<file path="src/rtl/ahb_mac_acc_pkg.sv">
// rtl/ahb_mac_acc_pkg.sv - register map, bit positions and FSM encoding shared by the MAC accumulator
package ahb_mac_acc_pkg;

  localparam logic [7:0] OFF_A      = 8'h00;
  localparam logic [7:0] OFF_W      = 8'h04;
  localparam logic [7:0] OFF_CTRL   = 8'h08;
  localparam logic [7:0] OFF_STATUS = 8'h0C;
  localparam logic [7:0] OFF_ACC    = 8'h10;
  localparam logic [7:0] OFF_Q      = 8'h14;

  localparam int CTRL_START    = 0;
  localparam int CTRL_CLEAR    = 1;
  localparam int CTRL_IE       = 2;
  localparam int CTRL_SHIFT_LO = 4;
  localparam int CTRL_SHIFT_HI = 6;

  localparam int STAT_BUSY = 0;
  localparam int STAT_DONE = 1;
  localparam int STAT_ERR  = 2;
  localparam int STAT_OVF  = 3;

  localparam int PROD_W = 16;

  typedef enum logic {
    S_IDLE = 1'b0,
    S_RUN  = 1'b1
  } state_e;

  function automatic logic [7:0] lane_byte(input logic [31:0] v, input logic [1:0] idx);
    return v[{idx, 3'b000} +: 8];
  endfunction

endpackage

</file>
<file path="src/rtl/ahb_mac_acc_mac_lane.sv">
// rtl/ahb_mac_acc_mac_lane.sv - one int8 x int8 product added into the accumulator with signed overflow flag
module mac_lane
  import ahb_mac_acc_pkg::*;
#(
  parameter int ACC_W = 32
) (
  input  logic [7:0]       a_i,
  input  logic [7:0]       w_i,
  input  logic [ACC_W-1:0] acc_i,
  output logic [ACC_W-1:0] sum_o,
  output logic             ovf_o
);

  logic signed [PROD_W-1:0] prod;
  logic [ACC_W-1:0]         prod_ext;

  assign prod     = PROD_W'($signed(a_i)) * PROD_W'($signed(w_i));
  assign prod_ext = {{(ACC_W-PROD_W){prod[PROD_W-1]}}, prod};
  assign sum_o    = acc_i + prod_ext;
  // Overflow only when both addends share a sign and the wrapped sum flips it.
  assign ovf_o    = (acc_i[ACC_W-1] == prod_ext[ACC_W-1]) && (sum_o[ACC_W-1] != acc_i[ACC_W-1]);

endmodule

</file>
<file path="src/rtl/ahb_mac_acc.sv">
// rtl/ahb_mac_acc.sv - AHB-Lite 4-lane int8 dot-product accumulator with saturated Q; IRQ port under MAC_ACC_IRQ_EN
module ahb_mac_acc
  import ahb_mac_acc_pkg::*;
#(
  parameter int ACC_W = 32
) (
  input  logic        HCLK,
  input  logic        HRESETn,
  input  logic        HSEL,
  input  logic        HREADY,
  input  logic [1:0]  HTRANS,
  input  logic [2:0]  HSIZE,
  input  logic        HWRITE,
  input  logic [31:0] HADDR,
  input  logic [31:0] HWDATA,
  output logic        HREADYOUT,
  output logic [1:0]  HRESP,
  output logic [31:0] HRDATA
`ifdef MAC_ACC_IRQ_EN
  ,
  output logic        IRQ
`endif
);

  logic             vld_q, wr_q;
  logic [7:0]       addr_q;
  logic [31:0]      a_q, a_d, w_q, w_d, sa_q, sa_d, sw_q, sw_d;
  logic [ACC_W-1:0] acc_q, acc_d;
  logic [2:0]       shift_q, shift_d;
  logic             done_q, done_d, err_q, err_d, ovf_q, ovf_d;
  logic [1:0]       lane_q, lane_d;
  state_e           state_q, state_d;
  logic             ie;

  logic wr_en, rd_en, ctrl_wr, stat_wr, start_wr, clear_wr;
  logic busy, take_start, err_set, step, finish;
  logic [ACC_W-1:0] lane_sum;
  logic             lane_ovf;
  logic             unused_bus;

  assign HREADYOUT  = 1'b1;
  assign HRESP      = 2'b00;
  assign unused_bus = ^{HSIZE, HTRANS[0], HADDR[31:8]};

  always_ff @(posedge HCLK or negedge HRESETn) begin
    if (!HRESETn) begin
      vld_q  <= 1'b0;
      wr_q   <= 1'b0;
      addr_q <= '0;
    end else begin
      vld_q  <= HSEL & HREADY & HTRANS[1];
      wr_q   <= HWRITE;
      addr_q <= HADDR[7:0];
    end
  end

  assign wr_en    = vld_q & wr_q;
  assign rd_en    = vld_q & ~wr_q;
  assign ctrl_wr  = wr_en && (addr_q == OFF_CTRL);
  assign stat_wr  = wr_en && (addr_q == OFF_STATUS);
  assign start_wr = ctrl_wr & HWDATA[CTRL_START];
  assign clear_wr = ctrl_wr & HWDATA[CTRL_CLEAR];

  always_ff @(posedge HCLK or negedge HRESETn) begin
    if (!HRESETn) state_q <= S_IDLE;
    else          state_q <= state_d;
  end

  // CLEAR always lands in IDLE first, so a combined CLEAR+START restarts cleanly.
  always_comb begin
    state_d = state_q;
    if (clear_wr) begin
      state_d = start_wr ? S_RUN : S_IDLE;
    end else begin
      case (state_q)
        S_IDLE:  if (start_wr) state_d = S_RUN;
        S_RUN:   if (lane_q == 2'd3) state_d = S_IDLE;
        default: state_d = S_IDLE;
      endcase
    end
  end

  always_comb begin
    busy       = (state_q == S_RUN);
    take_start = start_wr && (!busy || clear_wr);
    err_set    = start_wr && busy && !clear_wr;
    step       = busy && !clear_wr;
    finish     = step && (lane_q == 2'd3);
  end

  mac_lane #(.ACC_W(ACC_W)) u_lane (
    .a_i   (lane_byte(sa_q, lane_q)),
    .w_i   (lane_byte(sw_q, lane_q)),
    .acc_i (acc_q),
    .sum_o (lane_sum),
    .ovf_o (lane_ovf)
  );

  always_comb begin
    a_d     = a_q;
    w_d     = w_q;
    sa_d    = sa_q;
    sw_d    = sw_q;
    acc_d   = acc_q;
    shift_d = shift_q;
    done_d  = done_q;
    err_d   = err_q;
    ovf_d   = ovf_q;
    lane_d  = lane_q;
    if (wr_en && (addr_q == OFF_A)) a_d = HWDATA;
    if (wr_en && (addr_q == OFF_W)) w_d = HWDATA;
    if (ctrl_wr) shift_d = HWDATA[CTRL_SHIFT_HI:CTRL_SHIFT_LO];
    if (stat_wr) begin
      if (HWDATA[STAT_DONE]) done_d = 1'b0;
      if (HWDATA[STAT_ERR])  err_d  = 1'b0;
      if (HWDATA[STAT_OVF])  ovf_d  = 1'b0;
    end
    if (clear_wr) begin
      acc_d  = '0;
      done_d = 1'b0;
    end
    if (take_start) begin
      sa_d   = a_q;
      sw_d   = w_q;
      lane_d = 2'd0;
      done_d = 1'b0;
    end
    if (err_set) err_d = 1'b1;
    if (step) begin
      acc_d  = lane_sum;
      lane_d = lane_q + 2'd1;
      if (lane_ovf) ovf_d  = 1'b1;
      if (finish)   done_d = 1'b1;
    end
  end

  always_ff @(posedge HCLK or negedge HRESETn) begin
    if (!HRESETn) begin
      a_q     <= '0;
      w_q     <= '0;
      sa_q    <= '0;
      sw_q    <= '0;
      acc_q   <= '0;
      shift_q <= '0;
      done_q  <= 1'b0;
      err_q   <= 1'b0;
      ovf_q   <= 1'b0;
      lane_q  <= '0;
    end else begin
      a_q     <= a_d;
      w_q     <= w_d;
      sa_q    <= sa_d;
      sw_q    <= sw_d;
      acc_q   <= acc_d;
      shift_q <= shift_d;
      done_q  <= done_d;
      err_q   <= err_d;
      ovf_q   <= ovf_d;
      lane_q  <= lane_d;
    end
  end

`ifdef MAC_ACC_IRQ_EN
  logic ie_q, irq_q;
  always_ff @(posedge HCLK or negedge HRESETn) begin
    if (!HRESETn) begin
      ie_q  <= 1'b0;
      irq_q <= 1'b0;
    end else begin
      if (ctrl_wr) ie_q <= HWDATA[CTRL_IE];
      irq_q <= done_q & ie_q;
    end
  end
  assign ie  = ie_q;
  assign IRQ = irq_q;
`else
  assign ie = 1'b0;
`endif

  logic signed [ACC_W-1:0] acc_sh;
  logic [ACC_W-8:0]        q_hi;
  logic [7:0]              q;

  assign acc_sh = $signed(acc_q) >>> shift_q;
  assign q_hi   = acc_sh[ACC_W-1:7];

  // In range only when every bit above bit 7 repeats the sign.
  always_comb begin
    q = acc_sh[7:0];
    if (!((&q_hi) || !(|q_hi))) q = acc_sh[ACC_W-1] ? 8'h80 : 8'h7F;
  end

  always_comb begin
    HRDATA = '0;
    if (rd_en) begin
      case (addr_q)
        OFF_A:    HRDATA = a_q;
        OFF_W:    HRDATA = w_q;
        OFF_CTRL: begin
          HRDATA[CTRL_SHIFT_HI:CTRL_SHIFT_LO] = shift_q;
          HRDATA[CTRL_IE]                     = ie;
        end
        OFF_STATUS: begin
          HRDATA[STAT_BUSY] = busy;
          HRDATA[STAT_DONE] = done_q;
          HRDATA[STAT_ERR]  = err_q;
          HRDATA[STAT_OVF]  = ovf_q;
        end
        OFF_ACC:  HRDATA = 32'($signed(acc_q));
        OFF_Q:    HRDATA[7:0] = q;
        default:  HRDATA = '0;
      endcase
    end
  end

endmodule

</file>
<file path="config.mk">
export PLATFORM = sky130hd
export DESIGN_NAME = ahb_mac_acc
export DESIGN_NICKNAME = d
export VERILOG_FILES = /design/src/rtl/ahb_mac_acc_pkg.sv /design/src/rtl/ahb_mac_acc_mac_lane.sv /design/src/rtl/ahb_mac_acc.sv
export SDC_FILE = /design/constraint.sdc
export NUM_CORES = 1
export LEC_CHECK = 0
export ABC_AREA = 1
export ABC_CLOCK_PERIOD_IN_PS = 7010
export BUFFER_PORTS_ARGS = -buffer_cell sky130_fd_sc_hd__buf_2
export CAP_MARGIN = 30
export CORE_ASPECT_RATIO = 2
export CORE_MARGIN = 5
export CORE_UTILIZATION = 35
export CTS_CLUSTER_DIAMETER = 40
export DETAILED_ROUTE_END_ITERATION = 12
export PLACE_DENSITY = 0.57
export SLEW_MARGIN = 20
export SYNTH_ARGS = -nofsm -noshare
export SYNTH_HDL_FRONTEND = slang
export SYNTH_SLANG_ARGS = --single-unit
</file>
<file path="constraint.sdc">
create_clock -name HCLK -period 7.01 [get_ports HCLK]
set_input_delay 0.701 -clock HCLK [delete_from_list [all_inputs] [get_ports HCLK]]
set_output_delay 0.701 -clock HCLK [all_outputs]
set_load 0.05 [all_outputs]
</file>
After elaboration in Yosys (flattened, before gate mapping)
Cells that the tools add are included.
{"block": "totals", "register_bits": 179, "in_bits": 74, "out_inout_bits": 35, "wordCells": 89}
{"block": "op_classes", "addsub": 2, "n_mul": 1, "n_eq_ne": 8, "n_shift": 3, "n_mux": 30, "bitwise": 8, "n_reduce_logical": 23}
{"operator": "32-bit two-way mux", "count": 3}
{"operator": "24-bit case mux with 3 select lines", "count": 1}
{"operator": "32-bit by 6-bit indexed part select with 8-bit output", "count": 2}
{"operator": "32-bit adder", "count": 1}
{"operator": "32-bit by 3-bit >>> shifter with 32-bit output", "count": 1}
{"operator": "25-bit AND reduction", "count": 1}
{"operator": "25-bit OR reduction", "count": 1}
{"operator": "8-bit by 4-bit equality test with 1-bit output (second input constant)", "count": 2}
{"operator": "8-bit by 5-bit equality test with 1-bit output (second input constant)", "count": 2}
{"operator": "8-bit by 8-bit multiplier with 16-bit output", "count": 1}
{"operator": "1-bit two-way mux", "count": 16}
{"operator": "8-bit two-way mux", "count": 2}
{"operator": "3-bit case mux with 5 select lines", "count": 1}
{"operator": "1-bit logical AND", "count": 10}
{"operator": "1-bit case mux with 5 select lines", "count": 2}
{"operator": "2-bit case mux with 5 select lines", "count": 1}
{"operator": "8-bit by 3-bit equality test with 1-bit output (second input constant)", "count": 1}
{"operator": "8-bit zero test", "count": 1}
{"operator": "2-bit nonzero test", "count": 4}
{"operator": "1-bit AND", "count": 6}
{"operator": "2-bit two-way mux", "count": 2}
{"operator": "1-bit case mux with 4 select lines", "count": 1}
{"operator": "1-bit zero test", "count": 3}
{"operator": "2-bit by 1-bit adder with 2-bit output (second input constant)", "count": 1}
{"operator": "7 further kinds", "count": 9}

Longest topological paths before layout
Gate-level depths: netlist (run 1).
{"block": "logic_depth", "ltp_word": 8, "depth_mapped": 37, "mapped_depth_nobuf": 35}

By module
A second synthesis (run 1) with hierarchy kept.
{"block": "unflattened", "cells_unflattened": 1993, "hier_area_um2": 14064.7}
{"mod": "ahb_mac_acc", "n_inst": 1, "cells_each": 1238, "area_each_um2": 9291.4, "seq_area_each_um2": 4479.3}
{"mod": "mac_lane", "n_inst": 1, "cells_each": 755, "area_each_um2": 4773.3, "seq_area_each_um2": 0.0}

Worst setup path after synthesis (run 1)
Ideal clock, no wire load.
{"block": "synth_path", "path_kind": "reg-to-reg", "from": "reg lane_q[0]", "to": "reg acc_q[26]", "setup_ps": 126, "arrival_time_ps": 6463, "t_required_ps": 6884, "path_slack_ps": 421, "stages_incl_launch_ff": 34, "path_buffers": 2, "period_less_slack_ps": 6589, "cell_sequence": "dfrtp_1 > clkbuf_1 > inv_1 > clkbuf_1 > nand2_1 > a32oi_1 > inv_1 > nor2_1 > inv_1 > fa_1 > inv_1 > fa_1 > inv_1 > fa_1 > inv_1 > fa_1 > ha_1 > a21oi_1 > a21boi_0 > nand3_1 > nand3_1 > nand2_1 > ha_1 > nand2_1 > nor3_1 > nand3_1 > nand3_1 > nand2_1 > nand2_1 > nand2_1 > nand2_1 > nand2_1 > nand2_1 > o21ai_0"}
{"block": "synth_via", "elab_chain_len": 4, "elab_cells_between_ends": 5, "cone_classes": "add/sub: 1; mul: 1; shift: 2; mux: 1"}
{"item": "start, declared", "line": "ahb_mac_acc.sv:31", "source": "logic [1:0] lane_q, lane_d;"}
{"item": "start signal, assigned", "line": "ahb_mac_acc.sv:159", "source": "lane_q <= lane_d;"}
{"item": "32-bit by 6-bit indexed part select with 8-bit output", "line": "ahb_mac_acc_pkg.sv:30", "source": "return v[{idx, 3'b000} +: 8];"}
{"item": "8-bit by 8-bit multiplier with 16-bit output *", "line": "ahb_mac_acc_mac_lane.sv:17", "source": "assign prod = PROD_W'($signed(a_i)) * PROD_W'($signed(w_i));"}
{"item": "32-bit adder *", "line": "ahb_mac_acc_mac_lane.sv:19", "source": "assign sum_o = acc_i + prod_ext;"}
{"item": "32-bit two-way mux *", "line": "ahb_mac_acc.sv:129", "source": "if (step) begin"}
{"item": "end signal, assigned", "line": "ahb_mac_acc.sv:143", "source": "acc_q <= '0;"}
{"item": "end signal, assigned", "line": "ahb_mac_acc.sv:154", "source": "acc_q <= acc_d;"}
{"item": "end, declared", "line": "ahb_mac_acc.sv:28", "source": "logic [ACC_W-1:0] acc_q, acc_d;"}
Every way passes the cells marked *; elsewhere a longest branch is shown, timed or not.
A chain may end at the register's enable or synchronous reset.

Worst setup path after layout (run 1)
{"block": "layout_path", "from": "reg lane_q[0]", "to": "reg acc_q[22]"}
Same word-level chain as after synthesis.

==> results.cfg, run 1 <==
[status]
status = finished, final reports clean

[global_route]
grt_overflow = 0
antenna_found_initial = 0
grt_pass1_vias = 13600
groute.usage.overall = 0.2190
grt_max_degree = 92
grt_pass1_wl_um = 72080

[synth]
yosysTopAreaCell = dfrtp_1
yosys-top-cells-count = 450 x nand2_1, 299 x inv_1, 179 x dfrtp_1, 153 x o21ai_0, 139 x nor2_1
synth_flop_cell = dfrtp_1
yosys_register_bits = 179
syn_inst = 1849
synth_area_per_cell_um2 = 7.316
async_flop_share = 1.000
ys_types = 54
syn_area_mm2 = 0.01353
synth_most_common_cell = nand2_1
synth_area_leaders = dfrtp_1 33%, nand2_1 12%, inv_1 8.3%
synth_edf_count = 0
yosysTopAreaCellShare = 0.3311
yosys_warnings = 0
ys_seq_area_frac = 0.3311

[placement]
place_congestion = 0.9188
place_area_mm2 = 0.01543
io_buffers = 77
hpwl_um = 38360
post-place-ws_ps = -34.75

[worst_setup_path]
reg2reg_slack_ps = 250
worstSetupStartpointType = flop
reg2reg_to = acc_q[22]
path_class = reg2reg
worstPathRequired_ps = 7350
critical-path-top-delay-family = adder cells
r2r-start = lane_q[0]
path_max_fanout = 13
cpPeakStageDelay_ps = 540
crit_arrival_ps = 7090
r2r_cells = 35
critical_path_buf_inv_count = 11
critPathCaptureType = flop
slowest_stage = fa_1

[route]
viasPerCell = 5.093
drt_wl_total_um = 46980
final_antenna_net_count = 0
wl_per_cell_um = 18.35
num_vias = 13040
route.detailed.drc = 0
drt-pass1-iter-count = 5
dr.first_iter.drc_count = 681

[sta]
relSlewSlack = 0.3261
clock_skew_ps = 15.27
setup_viol = 0
rsz0062_at_grt = true
tightest_slew_ps = 1011
finalHoldViolCount = 0
slew_viol_final = 0
post-route-period-util = 0.9637
fmax_mhz = 148.0
period_needed_ps = 6755
worst_slack_ps = 254.6

[cells_and_area]
fin_nets = 2220
n_fill_cell = 4085
drive_gt1_frac = 0.1730
stdcell_area_mm2 = 0.01646
antennaDiodeCount = 0
fin_util = 0.4272
syn_to_final_growth_pct = 21.71

[floorplanning]
num_rows = 102
core_mm2 = 0.03854
die-area_mm2 = 0.04292
pin_count = 109
die_w_um = 149.0
start_util = 0.3510
die_h_um = 288.0

[clock_tree]
cts_htree_levels = 4
postCtsHoldBufs = 0
cts_made_buffers = 17
clkLatencyLatePin_ps = 450
path_clk_slew_ps = 80
cts_tree = done
clock_path_buffers = 2
cts_root_buffer = clkbuf_16
cts_sinks = 179

[hold_path]
hold_class = in2async

[job]
drv_cap = 0
metrics by stage:
stage               setup TNS (ps)  hold WS [ps]  instances
floorplan                        0         405.4       1850
global placement                 0         465.9       2518
detailed placement          -74.88         472.8       2523
CTS                              0         256.7       2555
global route                -83.73         300.5       2561
finish                           0         244.4       2561
repair_timing:
action                                  CTS  global route
gates cloned                              0             1
pin swaps                                 0            18
buffers inserted                          0             4
endpoints found under the hold margin     0             0
gates resized for setup                   2            84
endpoints found under the setup margin    5            21
placed cells by master, fill, tap and decap left out, types with 12 or more instances in the layout:
cell,count
o21ai_0,141
xor2_1,12
buf_2,77
o21ai_1,65
o22ai_1,39
dfrtp_1,178
clkbuf_16,18
nand2_1,443
nor2_1,130
inv_1,293
nand3_1,115
a21oi_1,79
ha_1,55
fa_1,53
buf_4,143
kinds of logic after synthesis:
family          Yosys count  share of synthesized area
other cells               2                  0.0005552
fa+ha+maj               118                     0.1402
mux                       9                   0.009990
compound gates          400                     0.1670
buf+inv                 374                     0.1091
simple gates            745                     0.2278
xor+xnor                 22                    0.01424
flops                   179                     0.3311
final cells by class:
class | instances | area, um^2 | area share
multi-input cells | 1297 | 7911 | 0.4805
flip-flops and latches | 179 | 4481 | 0.2722
repair buffers | 232 | 1675 | 0.1018
inverters | 301 | 1140 | 0.06924
well taps | 520 | 650.6 | 0.03952
clock buffers | 17 | 425.4 | 0.02584
clock inverters | 15 | 180.2 | 0.01094
worst max path at each step:
| stage | depth (start not counted) | to | slack (ps) | startpoint |
|---|---|---|---|---|
| global placement | 33 | acc_q[29] | 40 | lane_q[0] |
| detailed placement | 33 | acc_q[29] | -30 | lane_q[0] |
| floorplan | 33 | acc_q[26] | 420 | lane_q[0] |
| global route | 38 | acc_q[23] | -40 | lane_q[0] |
| CTS | 35 | acc_q[27] | 20 | lane_q[0] |
| finish | 35 | acc_q[22] | 250 | lane_q[0] |
registers in the layout, indices dropped and copies added, names as in the netlist, 2 cells and up:
signal,cells
a_q,32
acc_q,32
addr_q,8
lane_q,2
sa_q,32
shift_q,3
sw_q,32
w_q,32
metal layers:
metal  wire length (um)  track usage
met5                  0            0
met4               3208       0.1459
met3                947      0.01796
met2              26380       0.4275
met1              16450       0.2130
Power of run 1 is not shown: default switching activity piles up to over one toggle a cycle in this logic, so the estimate is an artifact.
==> run 2: changes to the inputs <==
==> constraint.sdc (replaced) <==
create_clock -name HCLK -period 7.01 [get_ports HCLK]
set_input_delay 1.402 -clock HCLK [delete_from_list [all_inputs] [get_ports HCLK]]
set_output_delay 1.402 -clock HCLK [all_outputs]
set_load 0.05 [all_outputs]
==> run 2 against run 1 <==
  * Clock skew up 0.66 ps
  * Utilization down 1.1 points
  * Worst setup slack improved by 90 ps
  * Cell area decreased by 2.6%
  * Critical path type unchanged
  * Highest routed layer unchanged
==> results.cfg, run 2 (synthesis results as in run 1) <==
[placement]
dp_cells = 2493
post-place-ws_ps = 98.76
place_congestion = 1.010
io_buffers = 77
hpwl_um = 37720

[clock_tree]
postCtsHoldBufs = 0
cts_tree = done
cts_sinks = 179
cts_root_buffer = clkbuf_16
cts_made_buffers = 17
clock_path_buffers = 2
cts_htree_levels = 4
clkLatencyLatePin_ps = 450
path_clk_slew_ps = 80

[sta]
timing.hold.ws_ps = 485.4
slew_viol_final = 0
relSlewSlack = 0.3561
fin_tns_setup_ps = 0
clock_skew_ps = 15.93
rsz0062_at_grt = true
tightest_slew_ps = 965.8
period_needed_ps = 6665
fmax_mhz = 150.0
post-route-period-util = 0.9508
setup_viol = 0
worst_slack_ps = 345.0
finalHoldViolCount = 0

[cells_and_area]
layout_commonest_cell = nand2_1
layout_common_cells = 448 x nand2_1, 294 x inv_1, 178 x dfrtp_1
antennaDiodeCount = 0
drive_gt1_frac = 0.1464
fin_nets = 2187
layoutNonFillerInstCount = 2528
syn_to_final_growth_pct = 18.56

[floorplanning]
core_mm2 = 0.03854
die_h_um = 288.0
num_rows = 102
die-area_mm2 = 0.04292
die_w_um = 149.0
start_util = 0.3510
pin_count = 109

[hold_path]
whs_endpoint = a_q[16]
hold_depth = 2
min_from = a_q[16]
hold_class = reg2reg

[worst_setup_path]
slowest_stage = fa_2
cpMostUsedCell = nand2_1
path_max_fanout = 25
reg2reg_to = acc_q[28]
cp-startpoint = lane_q[0]
worstSetupStartpointType = flop
critical-path-top-delay-family = adder cells
r2r_cells = 36
critPathCaptureType = flop
worstPathRequired_ps = 7350
crit_arrival_ps = 7000
cpPeakStageDelay_ps = 520
critical_path_buf_inv_count = 14
path_class = reg2reg
reg2reg_slack_ps = 340
r2r-start = lane_q[0]

[route]
wl_per_cell_um = 18.35
num_vias = 12970
viasPerCell = 5.132
drt-pass1-iter-count = 5
final_antenna_net_count = 0
drt_wl_total_um = 46390
route.detailed.drc = 0
dr.first_iter.drc_count = 569

[global_route]
antenna_found_initial = 0
grt_overflow = 0
grt_pass1_wl_um = 72030
groute.usage.overall = 0.2180
grt_max_degree = 68
grt_pass1_vias = 13430

[job]
drv_cap = 0

[status]
status = finished, final reports clean
-- run 2: what timing repair did --
action	CTS	global route
setup buffers	0	2
setup endpoints to repair	0	21
endpoints found under the hold margin	0	0
resized for setup	0	48
-- run 2: tightest hold or removal path: cells and delay by family, from the launching register on --
kind,cells,cell delay (ps)
AOI/OAI and AO/OA,1,60
DFF,1,340
and+or+nand+nor,1,50
-- run 2: cell type report --
cell class	count	area [um^2]
inverters	301	1137
fillers	4100	22500
clock inverters	15	155.1
multi-input cells	1297	7751
repair buffers	199	1438
well taps	520	650.6
clock buffers	17	425.4
flip-flops and latches	179	4481
-- run 2: worst max path at each step --
stage                     end  slack [ps]  cells after the start
finish              acc_q[28]         340                     36
global route        acc_q[17]         -20                     31
CTS                 acc_q[26]          60                     33
detailed placement      ovf_q         100                     36
global placement    acc_q[26]         130                     37
floorplan           acc_q[26]         420                     33
-- run 2: through the flow --
| step | utilization | cell area (um^2) |
|---|---|---|
| after global placement | 0.3929 | 15140 |
| after global routing | 0.4161 | 16040 |
| after detailed placement | 0.3953 | 15240 |
| final | 0.4161 | 16040 |
| after floorplan | - | 13530 |
| after CTS | 0.4104 | 15820 |
-- run 2: per-layer routing --
layer / routed length (um) / global-route usage / vias to the layer above
li1: - / - / 6293
met1: 15650 / 0.2119 / 6246
met2: 26130 / 0.4288 / 310
met3: 1382 / 0.02032 / 125
met4: 3226 / 0.1354 / 0
met5: 0 / 0 / -
Power of run 2 is left out for the same reason.
==> run 3: changes to the inputs <==
--- a/config.mk
+++ b/config.mk
@@ -12,6 +12,7 @@
 export CORE_ASPECT_RATIO = 2
 export CORE_MARGIN = 5
 export CORE_UTILIZATION = 35
+export CTS_BUF_LIST = sky130_fd_sc_hd__clkbuf_4
 export CTS_CLUSTER_DIAMETER = 40
 export DETAILED_ROUTE_END_ITERATION = 12
 export PLACE_DENSITY = 0.57
==> run 3 against run 2 <==
  * Non-clock buffer count increased by 1
  * Count of clock-buffer cells in the layout did not move
  * Wire length fell by 0.47%
  * Global-route usage is 0.11 points lower
  * Critical path depth is the same
  * Final cell count hardly changed
  * First-iteration DRC count is 1.6% higher
==> results.cfg, run 3 (synthesis results as in run 1) <==
[cells_and_area]
syn_to_final_growth_pct = 16.83
layout_common_cells = 447 x nand2_1, 294 x inv_1, 178 x dfrtp_1
drive_gt1_frac = 0.1503
multi_input_area_mm2 = 0.007804
register_area_mm2 = 0.004481
n_fill_cell = 4139
fin_nets = 2188
layout_commonest_cell = nand2_1
fin_util = 0.4100

[route]
viasPerCell = 5.105
num_vias = 12920
final_antenna_net_count = 0
wl_per_cell_um = 18.25
route.detailed.drc = 0
dr.first_iter.drc_count = 578
drt_wl_total_um = 46170
drt-pass1-iter-count = 5

[floorplanning]
start_util = 0.3510
core_mm2 = 0.03854
die-area_mm2 = 0.04292
die_w_um = 149.0
die_h_um = 288.0
num_rows = 102
pin_count = 109

[sta]
relSlewSlack = 0.3414
tightest_slew_ps = 988.0
finalHoldViolCount = 0
post-route-period-util = 0.9499
rsz0062_at_grt = false
setup_viol = 0
period_needed_ps = 6659
fin_tns_setup_ps = 0
fmax_mhz = 150.2
slew_viol_final = 0
clock_skew_ps = 45.73

[worst_setup_path]
critical-path-top-delay-family = adder cells
worstPathRequired_ps = 7520
r2r-start = lane_q[0]
path_class = reg2reg
slowest_stage = fa_2
reg2reg_slack_ps = 350
reg2reg_to = acc_q[28]
path_max_fanout = 25
cpPeakStageDelay_ps = 520
critPathCaptureType = flop
critical_path_buf_inv_count = 14
cp.depth = 36
endpoint = acc_q[28]
r2r_cells = 36
cp-startpoint = lane_q[0]
crit_arrival_ps = 7170
worstSetupStartpointType = flop

[clock_tree]
clock_path_buffers = 2
cts_htree_levels = 4
cts_sinks = 179
path_clk_slew_ps = 180
cts_root_buffer = clkbuf_4
clkLatencyLatePin_ps = 620
cts_made_buffers = 17
cts_tree = done

[global_route]
grt_overflow = 0
antenna_found_initial = 1
grt_pass1_wl_um = 71780
groute.usage.overall = 0.2169
grt_pass1_vias = 13390
grt_max_degree = 68

[status]
status = finished, final reports clean

[placement]
io_buffers = 77
place_congestion = 1.010
hpwl_um = 37720

[hold_path]
hold_class = reg2reg

[job]
drv_cap = 0
-- run 3: changes by cell type in the layout (fill, tap and decap cells not counted), moves of 3 or more --
| cell | before | now |
|---|---|---|
| a21oi_1 | 85 | 82 |
| a21oi_2 | 4 | 7 |
| clkbuf_16 | 17 | 0 |
| clkbuf_4 | 0 | 17 |
-- run 3: layer usage --
layer / track usage / up-vias / share of wire
li1: - / 6289 / -
met4: 0.1365 / 0 / 0.072
met3: 0.01827 / 122 / 0.026
met1: 0.2117 / 6195 / 0.34
met2: 0.4261 / 310 / 0.56
met5: 0 / - / 0
-- run 3: per-stage QoR --
step,setup slack [ps],hold slack [ps],cell area [um^2],cells
floorplan,421.1,453.0,13530,1850
global placement,131.1,465.3,15140,2488
detailed placement,98.76,472.7,15240,2493
CTS,55.67,507.3,15520,2525
global route,0.6422,526.5,15800,2530
finish,350.9,501.7,15800,2530
-- run 3: worst reg2reg max path: cells and delay by family (launching register included) --
| family | cells | cell delay, ps |
|---|---|---|
| AO/OA/AOI/OAI | 7 | 1150 |
| flip-flops | 1 | 470 |
| AND/OR/NAND/NOR | 9 | 810 |
| buffers and inverters | 14 | 1540 |
| adder cells (fa/ha/maj) | 6 | 2600 |
-- run 3: worst min-delay path by stage --
stage	to	start	depth (start not counted)
2_1_floorplan	a_q[10]	a_q[10]	2
3_3_place_gp	w_q[30]	w_q[30]	2
3_5_place_dp	w_q[18]	w_q[18]	2
4_1_cts	a_q[12]	a_q[12]	2
5_1_grt	w_q[14]	w_q[14]	2
6_report	a_q[16]	a_q[16]	2
-- run 3: area by class of cell --
type                    instances  area share
diodes                          1   0.0001584
clock buffers                  17    0.008076
clock inverters                15    0.009818
inverters                     301     0.07197
multi-input cells            1297      0.4938
flip-flops and latches        179      0.2835
well taps                     520     0.04117
repair buffers                200     0.09145
-- run 3: what timing repair did --
| item | in CTS | in global routing |
|---|---|---|
| buffers inserted | 0 | 3 |
| endpoints found under the hold margin | 0 | 0 |
| setup endpoints to repair | 0 | 21 |
| resized for setup | 0 | 58 |
| hold buffers | 0 | 0 |
Power of run 3 is left out for the same reason.
